--- config.mk ---
export PLATFORM = sky130hd
export DESIGN_NAME = check_table
export DESIGN_NICKNAME = d
export VERILOG_FILES = /design/src/rtl/mem_check_pkg.sv /design/src/rtl/check_table.sv
export SDC_FILE = /design/constraint.sdc
export NUM_CORES = 1
export LEC_CHECK = 0
export CORE_ASPECT_RATIO = 1.4
export CORE_MARGIN = 2
export CORE_UTILIZATION = 40
export CTS_BUF_LIST = sky130_fd_sc_hd__clkbuf_4
export DETAILED_ROUTE_END_ITERATION = 7
export PLACE_DENSITY = 0.67
export SYNTH_ARGS = -nofsm -noshare
export SYNTH_HDL_FRONTEND = slang
export SYNTH_SLANG_ARGS = --single-unit
--- constraint.sdc ---
create_clock -name clk -period 4.91 [get_ports clk]
set_input_delay 0.491 -clock clk [delete_from_list [all_inputs] [get_ports clk]]
set_output_delay 0.491 -clock clk [all_outputs]
set_load 0.02 [all_outputs]
--- src/rtl/mem_check_pkg.sv ---
// Shared types for the memory write checker: FSM state, table entry layout and
// the lowest-set-bit encoder used to pick the next entry to compare.
package mem_check_pkg;

    // Upper bounds for the table; instances use the low N bits / NUM_CHECKS entries.
    localparam int unsigned CHK_MAX_W       = 64;
    localparam int unsigned CHK_MAX_ENTRIES = 64;

    typedef enum logic [2:0] {
        StIdle,
        StRun,
        StPass,
        StFail,
        StTimeout
    } chk_state_t;

    typedef struct packed {
        logic                 valid;
        logic                 hit;
        logic [CHK_MAX_W-1:0] addr;
        logic [CHK_MAX_W-1:0] data;
    } chk_entry_t;

    function automatic int unsigned first_unhit(input logic [CHK_MAX_ENTRIES-1:0] pending);
        int unsigned idx;
        idx = 0;
        for (int i = CHK_MAX_ENTRIES - 1; i >= 0; i--) begin
            if (pending[i]) begin
                idx = i;
            end
        end
        return idx;
    endfunction

endpackage

--- src/rtl/check_table.sv ---
// Expected-write table: entry storage with a config write port, hit tracking and
// per-entry address/data comparison against the snooped bus.
module check_table
    import mem_check_pkg::*;
#(
    parameter int unsigned N          = 16,
    parameter int unsigned NUM_CHECKS = 4,
    parameter int unsigned IDX_W      = 2
) (
    input  logic                  clk,
    input  logic                  reset,
    input  logic                  i_cfg_we,
    input  logic [IDX_W-1:0]      i_cfg_idx,
    input  logic [N-1:0]          i_cfg_addr,
    input  logic [N-1:0]          i_cfg_data,
    input  logic                  i_clr_hits,
    input  logic [NUM_CHECKS-1:0] i_hit_set,
    input  logic [N-1:0]          i_snoop_addr,
    input  logic [N-1:0]          i_snoop_data,
    output logic [NUM_CHECKS-1:0] o_valid,
    output logic [NUM_CHECKS-1:0] o_hit,
    output logic [NUM_CHECKS-1:0] o_addr_eq,
    output logic [NUM_CHECKS-1:0] o_data_eq
);

    chk_entry_t           r_entry [NUM_CHECKS];
    logic [CHK_MAX_W-1:0] w_snoop_addr;
    logic [CHK_MAX_W-1:0] w_snoop_data;

    assign w_snoop_addr = CHK_MAX_W'(i_snoop_addr);
    assign w_snoop_data = CHK_MAX_W'(i_snoop_data);

    always_ff @(posedge clk or posedge reset) begin
        if (reset) begin
            for (int i = 0; i < NUM_CHECKS; i++) begin
                r_entry[i] <= '0;
            end
        end else begin
            for (int i = 0; i < NUM_CHECKS; i++) begin
                if (i_cfg_we && (i_cfg_idx == IDX_W'(i))) begin
                    r_entry[i].valid <= 1'b1;
                    r_entry[i].hit   <= 1'b0;
                    r_entry[i].addr  <= CHK_MAX_W'(i_cfg_addr);
                    r_entry[i].data  <= CHK_MAX_W'(i_cfg_data);
                end else if (i_clr_hits) begin
                    r_entry[i].hit <= 1'b0;
                end else if (i_hit_set[i]) begin
                    r_entry[i].hit <= 1'b1;
                end
            end
        end
    end

    always_comb begin
        o_valid   = '0;
        o_hit     = '0;
        o_addr_eq = '0;
        o_data_eq = '0;
        for (int i = 0; i < NUM_CHECKS; i++) begin
            o_valid[i]   = r_entry[i].valid;
            o_hit[i]     = r_entry[i].hit;
            o_addr_eq[i] = (r_entry[i].addr == w_snoop_addr);
            o_data_eq[i] = (r_entry[i].data == w_snoop_data);
        end
    end

endmodule

==> impl_results.md, run 1 <==
- Final wirelength: 13.9 mm
- Drt initial violations: 128
- Die W: 112 µm
- WP buf/inv: 2
- Post-Syn Instances: 503
- Fin crit share: 61.7%
- Via count: 3897
- Cells along the critical path: clkdlybuf4s50_1 > xnor2_1 > nand4_1 > nor4_1 > clkdlybuf4s50_1
- WS Path Type: primary input to primary output
- Clock root buffer: clkbuf_4
- Largest cells by area after synthesis: dfrtp_1 (52%), mux2_2 (21%), xnor2_1 (17%)
- Synth Cell Area: 6580 µm²
- WP data required: 4420 ps
- FFs w/ async S/R, synth: 100%
- Top cell type's share of synthesized area: 51.7%
- Final hold violation count: 0
- Min Hold Slack: 438 ps
- Slew of the pin with the lowest slew margin: 1020 ps
- Clock buffer count from CTS: 17
- Final Util: 48.5%
- Avg Inst Size Synth: 13.1 µm²
- Synthesized net count: 577
- Sequential standard cell area: 3400 µm²
- Fillers: 1520
- RSZ-0062 raised after global routing: no
- Max Fclk: 330 MHz
- P&R area growth vs syn: 18.7%
- Initial Util: 40.8%
- Top cells by count, synth: dfrtp_1 (136), xnor2_1 (128), mux2_2 (124), nand4_1 (32), clkbuf_1 (29)
- Post-DP HPWL: 9.93 mm
- Die ar.: 17500 µm²
- IO Pins: 90
- Synth Register Bits: 136
- Max incr delay on CP: 690 ps
- TritonCTS clock tree: done
- Max cap viols: 0
- Register area share after synthesis: 51.7%
- Worst-path clk slew: 120 ps
- Post-CTS setup buffer count: 0
- Grt total ovfl: 0
- Core area: 16100 µm²
- Synth Warn #: 0
- Worst Setup Start Kind: primary input
- CTS Buffer Depth: 2
- Largest net degree at the start of global routing: 60
- Slowest cell on crit path: clkdlybuf4s50_1
- Final setup skew: 0 ps
- Vias/cell: 5.02
- Area leader, netlist: dfrtp_1
- Post-layout nets: 638
- Kind of end point of the critical path: primary output
- Overall Global Routing Usage: 16.8%
- Critical path fanouts, max: 4
- Power density cells: 363 nW/µm²
- Share of cells above drive strength 1: 28.0%
- Port-buffer cells: 89
- Hold buffers post-CTS: 0
- # resized after CTS: 0
- Crit path max-delay family: buffers and inverters
- Hold crit path type: primary input to async pin
- Final Slew Violations: 0
- P_leak: 2.98 nW
- Row cnt: 55
- Final setup fails: 0
- Worst Path Arrival: 2540 ps
- Max H-tree Level: 4
- Top cell by count, worst path: clkdlybuf4s50_1
- First-pass GRT wire length: 22.5 mm
- Routed wire length per instance: 17.9 µm
- Post-layout min period: 3030 ps
- VDD IR max: 0.210 mV
- Multi-input logic area: 2920 µm²
- Setup TNS: 0 ps
- Primary FF master, synth: dfrtp_1
- Most common cell in the synthesized netlist: dfrtp_1
- Number of enable flip-flop cells after synthesis: 0
- DRC: 0
- Drt pass-1 iters: 4
- Slew margin rel.: 32.0%
- Antenna Violating Nets Remaining: 0
- Run status: finished, final reports clean
- Clk_lat worst skew: 520 ps
- Die height: 156 µm
- Initial antenna violation count: 2
- Vias in the first global route: 4336
- Placer Congestion: 0.762
- Library cells used by synthesis: 19
- Sink count of the clock tree: 136
per-stage QoR:
stage	power, W	area (µm²)	setup WS (ps)	cells
final	0.00283	7810	1880	776
after global routing	0.00300	7810	1800	776
after CTS	0.00288	7800	1880	775
after detailed placement	0.00211	7510	1910	744
after global placement	0.00209	7510	1860	744
after floorplan	0.00192	6580	780	503
sequential cells by signal (all words and copies together) (netlist names):
signal / flops
o_valid: 4
o_hit: 4
r_entry: 128
cells in the final DEF, fill, tap and decap left out, drive strengths merged, types with 4 or more instances in the layout:
cell type,n
nor2,4
dfrtp,136
xnor2,128
buf,5
mux2,128
nand4,32
clkdlybuf4s50,89
inv,4
clkbuf,18
clkinv,6
nor4,8
metal layers:
metal / share of wire [%] / wire (µm) / global-route usage, % / vias up
met3: 4.2 / 587 / 4.70 / 16
met1: 39 / 5400 / 18.0 / 1963
met2: 55 / 7660 / 31.6 / 79
li1: - / - / - / 1839
met5: 0 / 0 / 0 / -
met4: 1.5 / 211 / 5.87 / 0
final cells by class:
cell class	instances	share of cell area, %
clock buffers	18	1.73
well taps	199	3.19
multi-input cells	312	37.4
clock inverters	13	1.99
flip-flops and latches	136	43.6
diodes	1	0.0321
repair buffers	94	11.9
inverters	3	0.176
worst paths after layout:
kind,cells after the start,start,endpoint,slack [ps]
worst max register to register,1,r_entry[325]$_DFFE_PP0P_,r_entry[325]$_DFFE_PP0P_,4100
worst min-delay path,2,reset,r_entry[272]$_DFFE_PP0P_,440
max in group asynchronous,3,reset,r_entry[1]$_DFFE_PP0P_,3470
worst max-delay path,5,i_snoop_data[2],o_data_eq[0],1880
min in group clk,1,o_valid[1]$_DFFE_PP0P_,o_valid[1]$_DFFE_PP0P_,470
worst min register to register,1,o_valid[1]$_DFFE_PP0P_,o_valid[1]$_DFFE_PP0P_,470
report_power, final:
| group | leakage [nW] | switching (W) | internal [W] | total (W) |
|---|---|---|---|---|
| clock network | 0.147 | 0.000400 | 0.000353 | 0.000753 |
| registers | 1.60 | 0.000137 | 0.00132 | 0.00146 |
| logic | 1.23 | 0.000239 | 0.000383 | 0.000622 |
| total | 2.98 | 0.000777 | 0.00206 | 0.00283 |
cell families (layout without fill, tap and decap cells):
kind of cell | after synthesis | count (layout) | share of synthesized area, %
DFF | 136 | 136 | 51.7
xor gates and xnor gates | 128 | 128 | 17.0
muxes | 128 | 128 | 21.9
and+or+nand+nor | 55 | 55 | 5.23
buffers and inverters | 55 | 128 | 3.94
AOI/OAI and AO/OA | 1 | 1 | 0.133
other | 0 | 1 | 0
Note: power is estimated with default switching activity, not from simulation.
==> run 2: changes to the inputs <==
==> constraint.sdc (replaced) <==
create_clock -name clk -period 2.9 [get_ports clk]
set_input_delay 0.29 -clock clk [delete_from_list [all_inputs] [get_ports clk]]
set_output_delay 0.29 -clock clk [all_outputs]
set_load 0.02 [all_outputs]
==> run 2 against run 1 <==
Against the previous run:
- clock power is 71% higher
- critical path depth is 1 lower
- via count is 0.64% higher
- sequential power is 69% higher
- non-clock buffer count is 3 higher
- core utilization is 0.27 points higher
- sequential cell count stayed put
- critical path type is now register to primary output
- clock skew stayed put
- combinational power is 69% higher
- sequential share of layout area is 0.24 points lower
- count of clock-buffer cells in the layout is 1 higher
- setup slack worse by 1700 ps
==> impl_results.md, run 2 (synthesis gave the netlist of run 1 again) <==
- Slew margin rel.: 52.4% (+20 points)
- Setup TNS: 0 ps (unchanged)
- IO Pins: 90 (unchanged)
- Via count: 3922 (+0.64%)
- Max reg flops: 128 (unchanged)
- Sink count of the clock tree: 136 (unchanged)
- Cells along the critical path: xnor2_1 > nand4_1 > nor4_1 > clkdlybuf4s50_1
- # resized after CTS: 0 (unchanged)
- Slew of the pin with the lowest slew margin: 714 ps (-303 ps)
- Worst r2r dst: r_entry[394]$_DFFE_PP0P_
- Die height: 156 µm (unchanged)
- RSZ-0062 raised after global routing: no
- Highest-count cells in the layout ignoring fill and taps: dfrtp_1 (136), xnor2_1 (128), mux2_2 (124), clkdlybuf4s50_1 (89), nand4_1 (32)
- Place WS: 268 ps (-1640 ps)
- TritonCTS clock tree: done
- WS Path Type: register to primary output
- Clock root buffer: clkbuf_4
- DRC: 0 (unchanged)
- Initial antenna violation count: 2 (unchanged)
- Max H-tree Level: 4 (unchanged)
- First-pass GRT wire length: 22.5 mm (unchanged)
- Fin cells: 780 (+0.52%)
- Worst r2r src: r_entry[394]$_DFFE_PP0P_
- Post-layout min period: 2680 ps
- Row cnt: 55 (unchanged)
- Worst Setup Slack, final: 215 ps (-1660 ps)
- Post-placement cell area: 7550 µm² (+0.48%)
- Max incr delay on CP: 680 ps (about the same)
- Port-buffer cells: 89 (unchanged)
- Top reg by flops: r_entry
- Initial Util: 40.8% (unchanged)
- Power density cells: 614 nW/µm² (+69%)
- CTS Buffer Depth: 2 (unchanged)
- Max Fclk: 372 MHz
- Overall Global Routing Usage: 16.8% (-0.083 points)
- Grt total ovfl: 0 (unchanged)
- Antenna Violating Nets Remaining: 0 (unchanged)
- Post-DP HPWL: 9.95 mm (+0.23%)
- Clk_lat worst skew: 520 ps (about the same)
- Worst Setup Start Kind: register
- Vias/cell: 5.03 (+0.13%)
- Final setup fails: 0 (unchanged)
- Share of cells above drive strength 1: 28.8% (+0.84 points)
- Drt initial violations: 104 (-19%)
- VDD IR max: 0.451 mV (+120%)
- Post-layout nets: 641 (+0.47%)
- P&R area growth vs syn: 19.4%
- Slowest cell on crit path: clkdlybuf4s50_1
- Max cap viols: 0 (unchanged)
- R2R depth: 1 (unchanged)
- Drt pass-1 iters: 4 (unchanged)
- P_leak: 3.01 nW (+0.88%)
- Hold crit path type: primary input to async pin
- Fillers: 1450 (-4.6%)
- Worst Path Arrival: 2390 ps (-150 ps)
- Commonest non-fill, non-tap cell in the layout: dfrtp_1
- Placer Congestion: 0.788 (+3.3%)
- R2r setup slk: 2090 ps (-2010 ps)
- Final hold violation count: 0 (unchanged)
- Core area: 16100 µm² (unchanged)
- Post-CTS setup buffer count: 0 (unchanged)
- Die W: 112 µm (unchanged)
- Kind of end point of the critical path: primary output
- Hold buffers post-CTS: 0 (unchanged)
- Final setup skew: 0 ps (unchanged)
- Routed wire length per instance: 17.8 µm (-0.28%)
- Vias in the first global route: 4402 (+1.5%)
- Clock buffer count from CTS: 17 (unchanged)
- Run status: finished, final reports clean
- Final wirelength: 13.9 mm (+0.23%)
- Final Slew Violations: 0 (unchanged)
- Placed insts: 747 (+0.40%)
- Pwr Total: 0.00482 W (+70%)
- Die ar.: 17500 µm² (unchanged)
- Largest net degree at the start of global routing: 137 (+130%)
- Final Cell Area: 7850 µm² (+0.56%)
- Worst-path clk slew: 120 ps (about the same)
- WP data required: 2610 ps (-1810 ps)
- Critical path fanouts, max: 2 (-2)
- Fin crit share: 92.6%
==> run 2: how the worst max path moves through the flow <==
stage	startpoint	endpoint	slack, ps	depth (start not counted)
finish	r_entry[197]$_DFFE_PP0P_	o_addr_eq[2]	220	4
detailed placement	i_snoop_addr[5]	o_addr_eq[2]	270	5
global route	r_entry[197]$_DFFE_PP0P_	o_addr_eq[2]	20	4
floorplan	reset	o_hit[0]$_DFFE_PP0P_	920	1
CTS	r_entry[392]$_DFFE_PP0P_	o_data_eq[0]	120	4
global placement	i_snoop_data[2]	o_data_eq[0]	250	5
==> run 2: through the flow <==
stage,utilization [%],hold slack (ps)
after floorplan,-,362
after global placement,46.9,449
after detailed placement,46.9,458
after CTS,48.7,288
after global routing,48.8,309
final,48.8,348
==> run 2: layout make-up <==
| class | count | area (µm²) | share of cell area (%) |
|---|---|---|---|
| clock buffers | 19 | 143 | 1.82 |
| clock inverters | 13 | 155 | 1.98 |
| diodes | 1 | 2.50 | 0.0319 |
| flip-flops and latches | 136 | 3400 | 43.3 |
| well taps | 199 | 249 | 3.17 |
| multi-input cells | 312 | 2920 | 37.2 |
| inverters | 3 | 15.0 | 0.191 |
| repair buffers | 97 | 963 | 12.3 |
==> run 2: routing by layer <==
layer | routed length [µm] | vias to the layer above | GRT usage (%)
met5 | 13 | - | 0
met4 | 208 | 2 | 5.57
met3 | 626 | 15 | 5.01
met2 | 7610 | 88 | 30.8
met1 | 5430 | 1981 | 18.3
li1 | - | 1836 | -
==> run 2: worst max-delay path: cells and delay by family (launching register included) <==
kind / cells / cell delay, ps
buffers and inverters: 1 / 680
DFF: 1 / 420
xor gates and xnor gates: 1 / 200
and+or+nand+nor: 2 / 580
==> run 2: power breakdown <==
group	total (W)	switching, W	internal [W]
registers	0.00247	0.000236	0.00224
logic	0.00105	0.000405	0.000650
clock network	0.00129	0.000682	0.000611
==> run 3: changes to the inputs <==
--- a/config.mk
+++ b/config.mk
@@ -8,7 +8,7 @@
 export CORE_ASPECT_RATIO = 1.4
 export CORE_MARGIN = 2
 export CORE_UTILIZATION = 40
-export CTS_BUF_LIST = sky130_fd_sc_hd__clkbuf_4
+export CTS_BUF_LIST = sky130_fd_sc_hd__clkbuf_8 sky130_fd_sc_hd__clkbuf_16
 export DETAILED_ROUTE_END_ITERATION = 7
 export PLACE_DENSITY = 0.67
 export SYNTH_ARGS = -nofsm -noshare
==> run 3 against run 2 <==
Against the previous run:
- via count grew 0.18%
- first-iteration DRC count rose by 13%
- clock skew stayed put
- register-to-register slack is essentially flat
- critical path type is now primary input to primary output
==> impl_results.md, run 3 (synthesis gave the netlist of run 1 again) <==
- Run status: finished, final reports clean
- Sink count of the clock tree: 136 (unchanged)
- Worst Setup Slack, final: 284 ps (+68.7 ps)
- Via count: 3929 (+0.18%)
- Placer Congestion: 0.788 (unchanged)
- Routed wire length per instance: 18.2 µm (+2.3%)
- VDD IR max: 0.545 mV (+21%)
- Slew of the pin with the lowest slew margin: 716 ps (+2.05 ps)
- Core area: 16100 µm² (unchanged)
- Overall Global Routing Usage: 17.1% (+0.33 points)
- Initial Util: 40.8% (unchanged)
- Top cell by count, worst path: clkdlybuf4s50_1
- Vias in the first global route: 4442 (+0.91%)
- # resized after CTS: 0 (unchanged)
- Die W: 112 µm (unchanged)
- P_leak: 3.14 nW (+4.6%)
- Top reg by flops: r_entry
- Power density cells: 701 nW/µm² (+14%)
- Vias/cell: 5.04 (+0.31%)
- Max cap viols: 0 (unchanged)
- WP data required: 2610 ps (about the same)
- Hold buffers post-CTS: 0 (unchanged)
- Clock root buffer: clkbuf_16
- Slew margin rel.: 52.3% (-0.14 points)
- Clock buffer count from CTS: 17 (unchanged)
- Final hold violation count: 0 (unchanged)
- Cells along the critical path: clkdlybuf4s50_1 > xnor2_1 > nand4_1 > nor4_1 > clkdlybuf4s50_1
- Share of cells above drive strength 1: 28.6% (-0.17 points)
- Max H-tree Level: 4 (unchanged)
- TritonCTS clock tree: done
- IO Pins: 90 (unchanged)
- Grt total ovfl: 0 (unchanged)
- Critical path fanouts, max: 4 (+2)
- Worst Path Arrival: 2330 ps (-60 ps)
- Final wirelength: 14.2 mm (+2.2%)
- Initial antenna violation count: 1 (-1)
- RSZ-0062 raised after global routing: no
- Antenna Violating Nets Remaining: 0 (unchanged)
- Post-CTS setup buffer count: 0 (unchanged)
- Final Slew Violations: 0 (unchanged)
- Largest net degree at the start of global routing: 137 (unchanged)
- Die height: 156 µm (unchanged)
- Drt initial violations: 118 (+13%)
- Max reg flops: 128 (unchanged)
- Drt pass-1 iters: 4 (unchanged)
- P&R area growth vs syn: 23.9%
- Place WS: 268 ps (unchanged)
- Fin crit share: 90.2% (-2.4 points)
- Hold crit path type: primary input to register
- Max incr delay on CP: 680 ps (about the same)
- Post-layout nets: 641 (unchanged)
- Final setup fails: 0 (unchanged)
- Die ar.: 17500 µm² (unchanged)
- Final Util: 50.6% (+1.8 points)
- Row cnt: 55 (unchanged)
- Post-DP HPWL: 9.95 mm (unchanged)
- Post-layout min period: 2620 ps (-68.7 ps)
- Worst-path clk slew: 60 ps (-60 ps)
- Kind of end point of the critical path: primary output
- Highest-count cells in the layout ignoring fill and taps: dfrtp_1 (136), xnor2_1 (128), mux2_2 (124), clkdlybuf4s50_1 (89), nand4_1 (32)
- First-pass GRT wire length: 22.8 mm (+1.3%)
- CTS Buffer Depth: 2 (unchanged)
- Slowest cell on crit path: clkdlybuf4s50_1
- Final setup skew: 0 ps (unchanged)
- Setup TNS: 0 ps (unchanged)
- Port-buffer cells: 89 (unchanged)
- Max Fclk: 382 MHz (+2.6%)
- Clk_lat worst skew: 410 ps (-110 ps)
- DRC: 0 (unchanged)
- Commonest non-fill, non-tap cell in the layout: dfrtp_1
- Worst Setup Start Kind: primary input
- Antenna Cells: 0 (-1)
- WS Path Type: primary input to primary output
-- run 3: critical path: cells and delay by family --
family | cells | cell delay [ps]
xor+xnor | 1 | 190
simple gates | 2 | 550
buf+inv | 2 | 1290
-- run 3: stage by stage --
stage	cells	hold WS (ps)	cell area (µm²)	power, W
6_report	779	463	8150	0.00571
5_1_grt	779	475	8150	0.00598
4_1_cts	779	449	8150	0.00578
3_5_place_dp	747	458	7550	0.00359
3_3_place_gp	747	449	7550	0.00354
2_1_floorplan	503	362	6580	0.00325
-- run 3: report_power, final --
group	internal (W)	switching [W]	total [W]
logic	0.000650	0.000408	0.00106
clock network	0.00136	0.000806	0.00217
registers	0.00225	0.000238	0.00248
-- run 3: routing by layer --
layer	wire [µm]	vias to the layer above	track usage (%)
met5	13	-	0
met4	272	2	6.33
met3	605	20	5.32
met2	7820	80	31.0
met1	5480	1996	18.7
li1	-	1831	-
-- run 3: worst paths after layout --
check / startpoint / endpoint / slack, ps / depth (start not counted)
worst max-delay path: i_snoop_addr[5] / o_addr_eq[2] / 280 / 5
worst min-delay path: i_hit_set[3] / o_hit[3]$_DFFE_PP0P_ / 460 / 3
min in group asynchronous: reset / r_entry[197]$_DFFE_PP0P_ / 470 / 3
worst max register to register: r_entry[394]$_DFFE_PP0P_ / r_entry[394]$_DFFE_PP0P_ / 2080 / 1
worst min register to register: o_valid[2]$_DFFE_PP0P_ / o_valid[2]$_DFFE_PP0P_ / 470 / 1
max in group asynchronous: reset / r_entry[1]$_DFFE_PP0P_ / 1930 / 3
-- run 3: cell type report --
class                           count  area [µm²]
Clock inverter                     14         159
Sequential cell                   136        3400
Inverter                            3        15.0
Multi-Input combinational cell    312        2920
Clock buffer                       18         439
Tap cell                          199         249
Fill cell                        1415        7950
Timing Repair Buffer               97         963
